File: config.mk
export PLATFORM = sky130hd
export DESIGN_NAME = dot_accum
export DESIGN_NICKNAME = d
export VERILOG_FILES = /design/src/rtl/dot_pkg.sv /design/src/rtl/dot_sat.sv /design/src/rtl/dot_accum.sv
export SDC_FILE = /design/constraint.sdc
export NUM_CORES = 1
export LEC_CHECK = 0
export ABC_AREA = 1
export CORE_UTILIZATION = 45
export DETAILED_ROUTE_END_ITERATION = 10
export PLACE_DENSITY_LB_ADDON = 0.2
export SYNTH_ARGS = -nofsm -noshare
export SYNTH_HDL_FRONTEND = slang
export SYNTH_SLANG_ARGS = --single-unit
File: constraint.sdc
create_clock -name clk -period 3.85 [get_ports clk]
set_input_delay 0.77 -clock clk [delete_from_list [all_inputs] [get_ports clk]]
set_output_delay 0.77 -clock clk [all_outputs]
set_load 0.005 [all_outputs]
File: src/rtl/dot_pkg.sv
// dot_pkg -- shared definitions for the dot_accum block.
//   state_e : controller states (IDLE, ACCUM, OUTPUT)
//   dot_aw  : accumulator width for given activation/weight MSB indices and
//             term count (product width plus bias headroom plus growth bits)
package dot_pkg;

    typedef enum logic [1:0] {
        IDLE   = 2'd0,
        ACCUM  = 2'd1,
        OUTPUT = 2'd2
    } state_e;

    function automatic int dot_aw(input int ip, input int wp, input int n);
        return ip + wp + 3 + $clog2(n);
    endfunction

endpackage

File: src/rtl/dot_sat.sv
// dot_sat -- combinational output conditioning for the dot product.
//   acc  : in,  AW signed   full-precision accumulator value
//   relu : in,  1           clamp negative results to zero
//   data : out, IP+1 signed (acc >>> SHIFT) saturated to [-2^IP, 2^IP-1]
//   sat  : out, 1           data was clamped (never set when ReLU zeroes)
module dot_sat #(
    parameter int IP    = 8,
    parameter int AW    = 21,
    parameter int SHIFT = 0
) (
    input  logic signed [AW-1:0] acc,
    input  logic                 relu,
    output logic signed [IP:0]   data,
    output logic                 sat
);

    localparam logic signed [AW-1:0] MAX_V = {{(AW-IP){1'b0}}, {IP{1'b1}}};
    localparam logic signed [AW-1:0] MIN_V = ~MAX_V;

    // Returns {sat, data}; ReLU takes priority so a negative result is
    // reported as a clean zero rather than a saturated negative value.
    function automatic logic [IP+1:0] shape(input logic signed [AW-1:0] s,
                                            input logic relu_f);
        logic [IP+1:0] r;
        if (relu_f && s[AW-1]) begin
            r = '0;
        end else if (s > MAX_V) begin
            r = {1'b1, MAX_V[IP:0]};
        end else if (s < MIN_V) begin
            r = {1'b1, MIN_V[IP:0]};
        end else begin
            r = {1'b0, s[IP:0]};
        end
        return r;
    endfunction

    logic signed [AW-1:0] shifted;
    logic [IP+1:0]        res;

    assign shifted = acc >>> SHIFT;
    assign res     = shape(shifted, relu);
    assign sat     = res[IP+1];
    assign data    = $signed(res[IP:0]);

endmodule

File: src/rtl/dot_accum.sv
// dot_accum -- streaming signed dot-product accumulator with bias, shift,
// saturation and optional ReLU.
//   clk, rst            : clock; asynchronous active-high reset
//   in_valid/in_ready   : term handshake (activation in_data, weight in_w)
//   in_bias, relu_en    : sampled with the first term of each vector
//   out_valid/out_ready : result handshake
//   out_data            : shifted, saturated, optionally ReLU'd result
//   out_acc             : full-precision accumulator
//   out_sat             : out_data was clamped
// One vector is N accepted terms; the result appears the cycle after the
// Nth accept and is held until out_ready. No term is accepted while a
// result is pending, giving one bubble cycle per vector.
module dot_accum
    import dot_pkg::*;
#(
    parameter  int IP    = 8,
    parameter  int WP    = 8,
    parameter  int N     = 16,
    parameter  int SHIFT = 0,
    localparam int AW    = dot_aw(IP, WP, N)
) (
    input  logic                  clk,
    input  logic                  rst,
    input  logic                  in_valid,
    output logic                  in_ready,
    input  logic signed [IP:0]    in_data,
    input  logic signed [WP:0]    in_w,
    input  logic signed [IP+WP:0] in_bias,
    input  logic                  relu_en,
    output logic                  out_valid,
    input  logic                  out_ready,
    output logic signed [IP:0]    out_data,
    output logic signed [AW-1:0]  out_acc,
    output logic                  out_sat
);

    localparam int             CW  = $clog2(N + 1);
    localparam logic [CW-1:0]  N_C = CW'(N);

    state_e               state_q, state_d;
    logic [CW-1:0]        cnt_q, cnt_d, cnt_inc;
    logic signed [AW-1:0] acc_q, acc_d;
    logic                 relu_q, relu_d;
    logic signed [IP:0]   out_data_q, out_data_d;
    logic signed [AW-1:0] out_acc_q, out_acc_d;
    logic                 out_sat_q, out_sat_d;

    logic                    accept;
    logic                    load_out;
    logic signed [IP+WP+1:0] prod;
    logic signed [AW-1:0]    prod_ext, bias_ext;
    logic signed [IP:0]      sat_data;
    logic                    sat_flag;

    // Full-width signed product: -2^IP * -2^WP needs the extra MSB.
    assign prod     = in_data * in_w;
    assign prod_ext = AW'(prod);
    assign bias_ext = AW'(in_bias);
    assign cnt_inc  = cnt_q + CW'(1);

    assign in_ready  = (state_q != OUTPUT);
    assign out_valid = (state_q == OUTPUT);
    assign accept    = in_valid && in_ready;

    always_comb begin
        state_d = state_q;
        cnt_d   = cnt_q;
        acc_d   = acc_q;
        relu_d  = relu_q;
        unique case (state_q)
            IDLE: begin
                if (accept) begin
                    acc_d   = bias_ext + prod_ext;
                    cnt_d   = CW'(1);
                    relu_d  = relu_en;
                    state_d = (N == 1) ? OUTPUT : ACCUM;
                end
            end
            ACCUM: begin
                if (accept) begin
                    acc_d = acc_q + prod_ext;
                    cnt_d = cnt_inc;
                    if (cnt_inc == N_C) begin
                        state_d = OUTPUT;
                    end
                end
            end
            OUTPUT: begin
                if (out_ready) begin
                    state_d = IDLE;
                end
            end
            default: state_d = IDLE;
        endcase
    end

    // Output conditioning works on the value being committed this cycle so
    // the registered result is ready the cycle after the last term.
    dot_sat #(
        .IP    (IP),
        .AW    (AW),
        .SHIFT (SHIFT)
    ) u_sat (
        .acc  (acc_d),
        .relu (relu_d),
        .data (sat_data),
        .sat  (sat_flag)
    );

    assign load_out = (state_d == OUTPUT) && (state_q != OUTPUT);

    always_comb begin
        out_data_d = out_data_q;
        out_acc_d  = out_acc_q;
        out_sat_d  = out_sat_q;
        if (load_out) begin
            out_data_d = sat_data;
            out_acc_d  = acc_d;
            out_sat_d  = sat_flag;
        end
    end

    always_ff @(posedge clk or posedge rst) begin
        if (rst) begin
            state_q    <= IDLE;
            cnt_q      <= '0;
            acc_q      <= '0;
            relu_q     <= 1'b0;
            out_data_q <= '0;
            out_acc_q  <= '0;
            out_sat_q  <= 1'b0;
        end else begin
            state_q    <= state_d;
            cnt_q      <= cnt_d;
            acc_q      <= acc_d;
            relu_q     <= relu_d;
            out_data_q <= out_data_d;
            out_acc_q  <= out_acc_d;
            out_sat_q  <= out_sat_d;
        end
    end

    assign out_data = out_data_q;
    assign out_acc  = out_acc_q;
    assign out_sat  = out_sat_q;

endmodule

==> run summary, run 1 <==
Status = finished, violations left
Failing checks = setup timing
Final GP Congestion = 1.00
Die height = 143 um
Ys Warns = 0
Placed cell count = 1877
Wire per inst = 15.0 um
Initial Utilization = 46.0%
TritonCTS clock tree = built
Post-Syn Instances = 1359
Hold path startpoint = out_acc[0]$_DFFE_PP0P_
Ranking of synthesized cells by area = nand2_1 (20%), dfrtp_1 (18%), fa_1 (16%), inv_1 (12%), ha_1 (11%)
Num rows = 51
R2R setup slack = 0.70 ns
Clock root buffer = clkbuf_16
Top FF cell, synth = dfrtp_1
Vias per cell = 4.98
Critical Path Sink Type = register
Mapped Area = 8990 um^2
Min Clock Period, post-route = 7.00 ns
RSZ-0062 raised after global routing = true
Post-Syn Area per Cell = 6.62 um^2
WL final = 28.7 mm
Latest clock arrival within the worst-skew pair = 0.33 ns
Final setup fails = 48
First-pass GRT wire length = 45.8 mm
Final period utilization = 182%
Yosys reg bits = 64
Most frequent cells in the layout = nand2_1 (404), inv_1 (251), buf_4 (213)
Critical Path Most Common Cell = nand2_1
Reg-to-reg endpoint = out_data[6]$_DFFE_PP0P_
Initial DRC Count = 554
Vias = 9560
I/O Buffers = 74
Sequential area share after synthesis = 17.8%
Hold Crit Endpoint = out_acc[0]$_DFFE_PP0P_
CP Launch Type = input pin
Final worst setup slack = -3.15 ns
Hold path depth = 2
GRT overflow = 0
Worst-margin pin slew = 0.640 ns
Die area = 20500 um^2
FF-to-FF path depth = 23
Worst path slowest cell = fa_1
Hold Violations, Final = 0
Hold Path Class = reg2reg
H-Tree Depth = 3
Commonest non-fill, non-tap cell in the layout = nand2_1
EDFF count, synth = 0
Crit path DAT = 7.23 ns
Clock net sink count = 64
Worst slew margin = 57.4%
Kind of critical path = in2reg
CTS buffer count = 9
Max-Cap Viols = 0
Net Count, Synth = 1552
Initial antenna violation count = 0
Non-Filler Instances = 1918
Clock slew at reported path FFs = 0.06 ns
Post-synth top area cell = nand2_1
Total GRT Usage = 29.0%
Post-CTS Hold Buffers = 0
Number of inserted diodes = 0
Vias in the first global route = 9398
Area of the core = 19500 um^2
Utilization after layout = 69.2%
Largest net degree at the start of global routing = 50
Final Max Tran Viols = 0
Layout cells sized above 1 = 34.6%
Layout Skew = 0.00771 ns
Worst Path Required = 4.08 ns
Drc violations = 0
Max Fclk = 0.143 GHz
Critical path peak fanout = 4
Crit-path max cell delay = 0.58 ns
Area grow syn2layout = 50.3%
Pre-antenna DRT Iters = 5
Hold Worst Slack = 0.487 ns
Clock buffer depth = 2
Fill cells = 1609
FF-to-FF Start = acc_q[0]$_DFF_PP0_
Count of different cell masters after synthesis = 48
DRT antenna net count = 0
Layout Nets = 1841
Die Span X = 143 um
Synth top area share = 19.8%
DP HPWL = 22.0 mm
Ys async rst share = 100%
Boundary Pins = 75
[layer usage]
layer	vias to the layer above	track usage (%)	share of wire, %
met5	-	0	0
met4	0	9.13	3.2
met2	292	46.7	45
li1	4715	-	-
met3	61	4.70	6.6
met1	4492	39.9	45
[registers in the layout (all words and copies together) (netlist names)]
name and cells:
out_sat 1, out_acc 23, acc_q 23, state_q 2, cnt_q 5, out_data 9, relu_q 1
[worst max path at each step]
stage | from | end | depth (start not counted) | slack, ns
finish | in_data[0] | out_data[6]$_DFFE_PP0P_ | 40 | -3.15
global route | in_data[5] | out_data[7]$_DFFE_PP0P_ | 42 | -3.44
CTS | in_w[8] | out_data[4]$_DFFE_PP0P_ | 42 | -3.10
detailed placement | in_data[8] | out_data[4]$_DFFE_PP0P_ | 40 | -4.20
global placement | in_data[8] | out_data[1]$_DFFE_PP0P_ | 41 | -3.99
floorplan | in_data[0] | out_data[2]$_DFFE_PP0P_ | 40 | -3.00
[repair_timing]
item / 4_1_cts / 5_1_grt
gates resized for setup: 231 / 114
pin swaps: 62 / 49
endpoints found under the setup margin: 50 / 49
buffers inserted: 16 / 7
gates cloned: 2 / 0
[cells by family (layout without fill, tap and decap cells)]
logic type	count (synthesis)	count (layout)	share of synthesized area (%)
and+or+nand+nor	679	680	31.4
buffers and inverters	320	612	13.6
adders and majority gates	153	153	27.3
AOI/OAI and AO/OA	125	126	8.18
DFF	64	64	17.8
xor gates and xnor gates	18	18	1.75
[layout make-up]
cell class,count,area (um^2),area share (%)
clock buffer,13,260,1.93
inverter,289,1100,8.17
sequential,64,1600,11.9
tap,265,332,2.45
timing repair buffer,307,2550,18.9
multi-input combinational,977,7620,56.4
clock inverter,3,40.0,0.296
[worst max-delay path, delay by kind of cell]
kind	cells	cell delay, ns
adder cells (fa/ha/maj)	7	3.02
XOR/XNOR	1	0.08
buffers and inverters	8	0.91
AO/OA/AOI/OAI	6	0.68
AND/OR/NAND/NOR	18	1.75
[through the flow]
step / cell area, um^2 / setup TNS, ns / worst slack, ns
after CTS: 13000 / -105.66 / -3.10
after detailed placement: 11900 / -152.41 / -4.20
final: 13500 / -107.51 / -3.15
after global routing: 13500 / -119.56 / -3.44
after global placement: 11900 / -147.23 / -3.99
after floorplan: 9530 / -95.93 / -3.00
[cells in the mapped netlist (all sizes together), types with 2 or more instances]
cell type,number
ha,81
a21oi,51
nor3,3
o21bai,5
xnor2,9
o22ai,5
xor2,9
nand3,73
a31oi,3
inv,288
nor2,83
o211ai,2
nand2,483
fa,72
o21ai,44
a2bb2oi,6
dfrtp,64
a21boi,3
nand4,9
buf,8
clkbuf,23
or2,17
nand3b,9
Power of run 1 is left out: the tool's default activity adds up to more than one toggle a clock period on the data nets, which glitch-free logic cannot reach.
==> run 2, diff against run 1 <==
--- a/config.mk
+++ b/config.mk
@@ -6,6 +6,7 @@
 export NUM_CORES = 1
 export LEC_CHECK = 0
 export ABC_AREA = 1
+export CORE_MARGIN = 5
 export CORE_UTILIZATION = 45
 export DETAILED_ROUTE_END_ITERATION = 10
 export PLACE_DENSITY_LB_ADDON = 0.2
==> constraint.sdc (replaced) <==
create_clock -name clk -period 3.85 [get_ports clk]
set_input_delay 0.5775 -clock clk [delete_from_list [all_inputs] [get_ports clk]]
set_output_delay 0.5775 -clock clk [all_outputs]
set_load 0.005 [all_outputs]
==> run 2 against run 1 <==
The run still ends with setup timing left. Worst hold slack worse by 0.0026 ns. Clock-buffer cell count is 2 lower. Final area is 3.7% higher. Fmax is 2.8% higher. Non-clock buffer count is 17 higher. Die area is 11% higher. Utilization is 2.3 points higher. Highest routed layer unchanged.
==> run summary, run 2 (same netlist as run 1, synthesis figures left out) <==
Met3 Use GR = 2.99%
Max-Cap Viols = 0
Latest clock arrival within the worst-skew pair = 0.33 ns
Largest net degree at the start of global routing = 50
Most frequent cells in the layout = nand2_1 (385), inv_1 (238), buf_4 (219)
Boundary Pins = 75
Busiest grt layer = met2
Failing checks = setup timing
Hold Path Class = reg2reg
Area of the core = 19600 um^2
Initial DRC Count = 612
Final GP Congestion = 0.958
Max Fclk = 0.147 GHz
Layout Skew = 0.00817 ns
Wire per inst = 15.8 um
I/O Buffers = 74
CTS buffer count = 9
Hold path depth = 2
Min Clock Period, post-route = 6.81 ns
Final setup fails = 46
WL final = 30.5 mm
TritonCTS clock tree = built
Critical path peak fanout = 5
GRT overflow = 0
Clock root buffer = clkbuf_16
Die Span X = 151 um
RSZ-0062 raised after global routing = true
Total GRT Usage = 26.4%
Worst path slowest cell = fa_1
Initial Utilization = 45.9%
CP Launch Type = input pin
Reg-to-reg endpoint = out_data[1]$_DFFE_PP0P_
Pre-antenna DRT Iters = 5
Hold Crit Endpoint = out_acc[4]$_DFFE_PP0P_
R2R setup slack = 0.78 ns
Final Max Tran Viols = 0
Fill cells = 1513
DP HPWL = 22.4 mm
Worst slew margin = 60.4%
Crit-path max cell delay = 0.53 ns
First-pass GRT wire length = 48.1 mm
Layout cells sized above 1 = 38.3%
Worst Path Required = 4.12 ns
Vias = 9767
FF-to-FF Start = acc_q[0]$_DFF_PP0_
Die height = 151 um
DRT antenna net count = 0
Vias in the first global route = 9702
Drc violations = 0
Hold Violations, Final = 0
Initial antenna violation count = 0
Routing usage on met1 = 37.2%
Commonest non-fill, non-tap cell in the layout = nand2_1
Final worst setup slack = -2.96 ns
Critical Path Sink Type = register
Kind of critical path = in2reg
Area grow syn2layout = 55.8%
Num rows = 51
Clock net sink count = 64
FF-to-FF path depth = 22
Met2 GRT Util = 43.9%
Status = finished, violations left
Hold path startpoint = out_acc[4]$_DFFE_PP0P_
Crit path DAT = 7.08 ns
Final period utilization = 177%
Vias per cell = 5.04
Total negative slack = -98.26 ns
Clock slew at reported path FFs = 0.06 ns
H-Tree Depth = 3
Die area = 22900 um^2
Worst-margin pin slew = 0.590 ns
Critical Path Most Common Cell = fa_1
Clock buffer depth = 2
Layout Nets = 1858
[run 2: cell count changes in the layout (fill, tap and decap cells not counted), moves of 6 or more]
cell / delta
nand2_1: -19
buf_6: +14
inv_1: -13
inv_2: +13
nand2_4: +10
nand2_2: +8
nor2_4: +8
a21oi_1: -7
buf_4: +6
[run 2: how the worst max path moves through the flow]
stage / startpoint / endpoint / slack (ns) / cells after the start
finish: in_data[0] / out_data[1]$_DFFE_PP0P_ / -2.96 / 38
global route: in_w[7] / out_data[1]$_DFFE_PP0P_ / -3.31 / 38
CTS: in_w[8] / out_data[1]$_DFFE_PP0P_ / -2.88 / 42
detailed placement: in_data[8] / out_data[0]$_DFFE_PP0P_ / -3.93 / 40
global placement: in_data[8] / out_data[1]$_DFFE_PP0P_ / -3.84 / 39
floorplan: in_data[0] / out_data[2]$_DFFE_PP0P_ / -2.81 / 40
[run 2: routing by layer]
layer	routed length (um)	vias up
met5	0	-
met4	657	0
met3	2060	44
met2	14500	307
met1	13300	4665
li1	-	4751
[run 2: metrics by stage]
stage               cells  worst slack [ns]  utilization (%)  hold WS [ns]  area (um^2)
detailed placement   1880             -3.93             60.9         0.464        11900
global route         1935             -3.31             71.5         0.512        14000
global placement     1880             -3.84             60.9         0.466        11900
finish               1936             -2.96             71.5         0.484        14000
floorplan            1359             -2.81                -         0.465         9530
CTS                  1924             -2.88             67.7         0.488        13300
[run 2: what timing repair did]
| action | 4_1_cts | 5_1_grt |
|---|---|---|
| setup buffers | 26 | 13 |
| pin swaps | 94 | 94 |
| resized for setup | 263 | 180 |
| endpoints found under the setup margin | 49 | 47 |
| hold buffers | 0 | 0 |
| cloned | 2 | 1 |
[run 2: worst max-delay path, delay by kind of cell]
kind	cells	cell delay, ns
adder cells (fa/ha/maj)	7	3.02
buffers and inverters	7	0.71
AND/OR/NAND/NOR	16	1.58
XOR/XNOR	1	0.21
AO/OA/AOI/OAI	7	0.97
[run 2: layout make-up]
cell class	count	area (um^2)	share of cell area, %
Sequential cell	64	1600	11.4
Multi-Input combinational cell	977	7930	56.6
Clock buffer	11	243	1.73
Tap cell	265	332	2.37
Antenna cell	1	2.50	0.0179
Timing Repair Buffer	324	2750	19.6
Inverter	289	1100	7.87
Clock inverter	5	56.3	0.402
Power of run 2 is left out for the same reason.
==> RTL change: new RTL, settings of run 1 <==
`out_data_q` no longer has a reset.
--- a/src/rtl/dot_accum.sv
+++ b/src/rtl/dot_accum.sv
@@ -128,3 +128,2 @@
             relu_q     <= 1'b0;
-            out_data_q <= '0;
             out_acc_q  <= '0;
@@ -136,3 +135,2 @@
             relu_q     <= relu_d;
-            out_data_q <= out_data_d;
             out_acc_q  <= out_acc_d;
@@ -140,2 +138,6 @@
         end
+    end
+
+    always_ff @(posedge clk) begin
+        out_data_q <= out_data_d;
     end
Function: no difference found for any inputs over 10 cycles, from zero or initial values and one cycle with rst high; that may be too few to reach the edited logic, so the function may still have changed.
==> RTL change against run 1 <==
The flow still finishes with violations (setup timing); critical endpoint is now out_data[1]; final area increased by 9.0%; worst hold slack got worse by 0.0032 ns; highest routed layer is now met5; critical path depth up 1; register-to-register slack improved by 0.03 ns; area after synthesis grew 0.26%; wire length grew 12%; critical path type unchanged; worst setup slack worse by 0.023 ns; sequential cell count unchanged.
Power is left out: the tool's default activity adds up to more than one toggle a clock period on the data nets, which glitch-free logic cannot reach.
==> RTL change: results (changes against run 1) <==
Status -> complete, but fails checks
Failing checks -> setup timing
Initial antenna violation count -> 1 (+1)
GRT Total Usage -> 31.0% (+2.0 points)
Non-clock buffer total of the final layout -> 356 (+16%)
Final non-clock buffer share -> 21.3% (+2.4 points)
Hold WS -> 0.483 ns (-0.00317 ns)
Synth cell count leaders -> 432 x nand2_1, 283 x inv_1, 83 x nand3_1
FF-to-FF path depth -> 13 (-43%)
EDFF count, synth -> 9 (+9)
DRT iter0 DRCs -> 654 (+18%)
HPWL after DPL -> 22.6 mm (+2.7%)
Non-Filler Instances -> 1,951 (+1.7%)
Ranking of synthesized cells by area -> nand2_1 18%, fa_1 16%, dfrtp_1 15%, inv_1 12%, ha_1 11%
Synth Area in Adders -> 27.2% (-0.072 points)
Fillers -> 1,419 (-12%)
M1 GR Usage -> 41.7% (+1.8 points)
Largest net degree at the start of global routing -> 41 (-18%)
First-pass GRT wire length -> 49.1 mm (+7.2%)
Multi-input gate area -> 0.00818 mm^2 (+7.3%)
CTS-repair resized insts -> 363 (+57%)
Register area share after synthesis -> 18.3% (+0.45 points)
Met3 routed WL -> 1.77 mm (-6.1%)
Unique cell type count in the Yosys netlist -> 45 (-6.3%)
Reg-to-reg slack, setup -> 0.73 ns (+0.03 ns)
Hold path start -> out_acc[19]
Setup violations, final -> 47 (-2.1%)
Largest stage delay on the critical path -> 0.63 ns (+0.05 ns)
R2r startpoint -> state_q[1]
Final WS setup -> -3.17 ns (-0.0229 ns)
Slowest-stage cell, CP -> fa_2
Global Route met3 Usage -> 3.93% (-0.77 points)
Drt wl/cell -> 16.5 um (+11%)
Relative slew slack -> 45.4% (-12 points)
FF-to-FF End -> out_data[1]
Share of cells above drive strength 1 -> 43.4% (+8.8 points)
[RTL change: cell types whose count changed in the layout (fill, tap and decap cells not counted), sizes merged, moves of 4 or more]
| cell | before | now |
|---|---|---|
| dfrtp | 64 | 55 |
| a21oi | 51 | 61 |
| a2bb2oi | 6 | 0 |
| nand3 | 73 | 91 |
| edfxtp | 0 | 9 |
| nor2 | 83 | 91 |
| clkbuf | 17 | 11 |
| nand2 | 484 | 443 |
| o21ai | 44 | 35 |
| nand4 | 9 | 19 |
| nand3b | 9 | 5 |
| or2 | 17 | 12 |
| buf | 245 | 300 |
[RTL change: worst max path at each step]
stage / startpoint / to / slack [ns] / cells past startpoint
6_report: in_data[8] / out_data[1] / -3.17 / 41
5_1_grt: in_data[8] / out_data[1] / -3.48 / 41
4_1_cts: in_w[8] / out_data[4] / -2.84 / 36
3_5_place_dp: in_data[6] / out_data[1] / -3.90 / 32
3_3_place_gp: in_data[6] / out_data[1] / -3.80 / 32
2_1_floorplan: in_data[0] / out_data[1] / -2.80 / 34
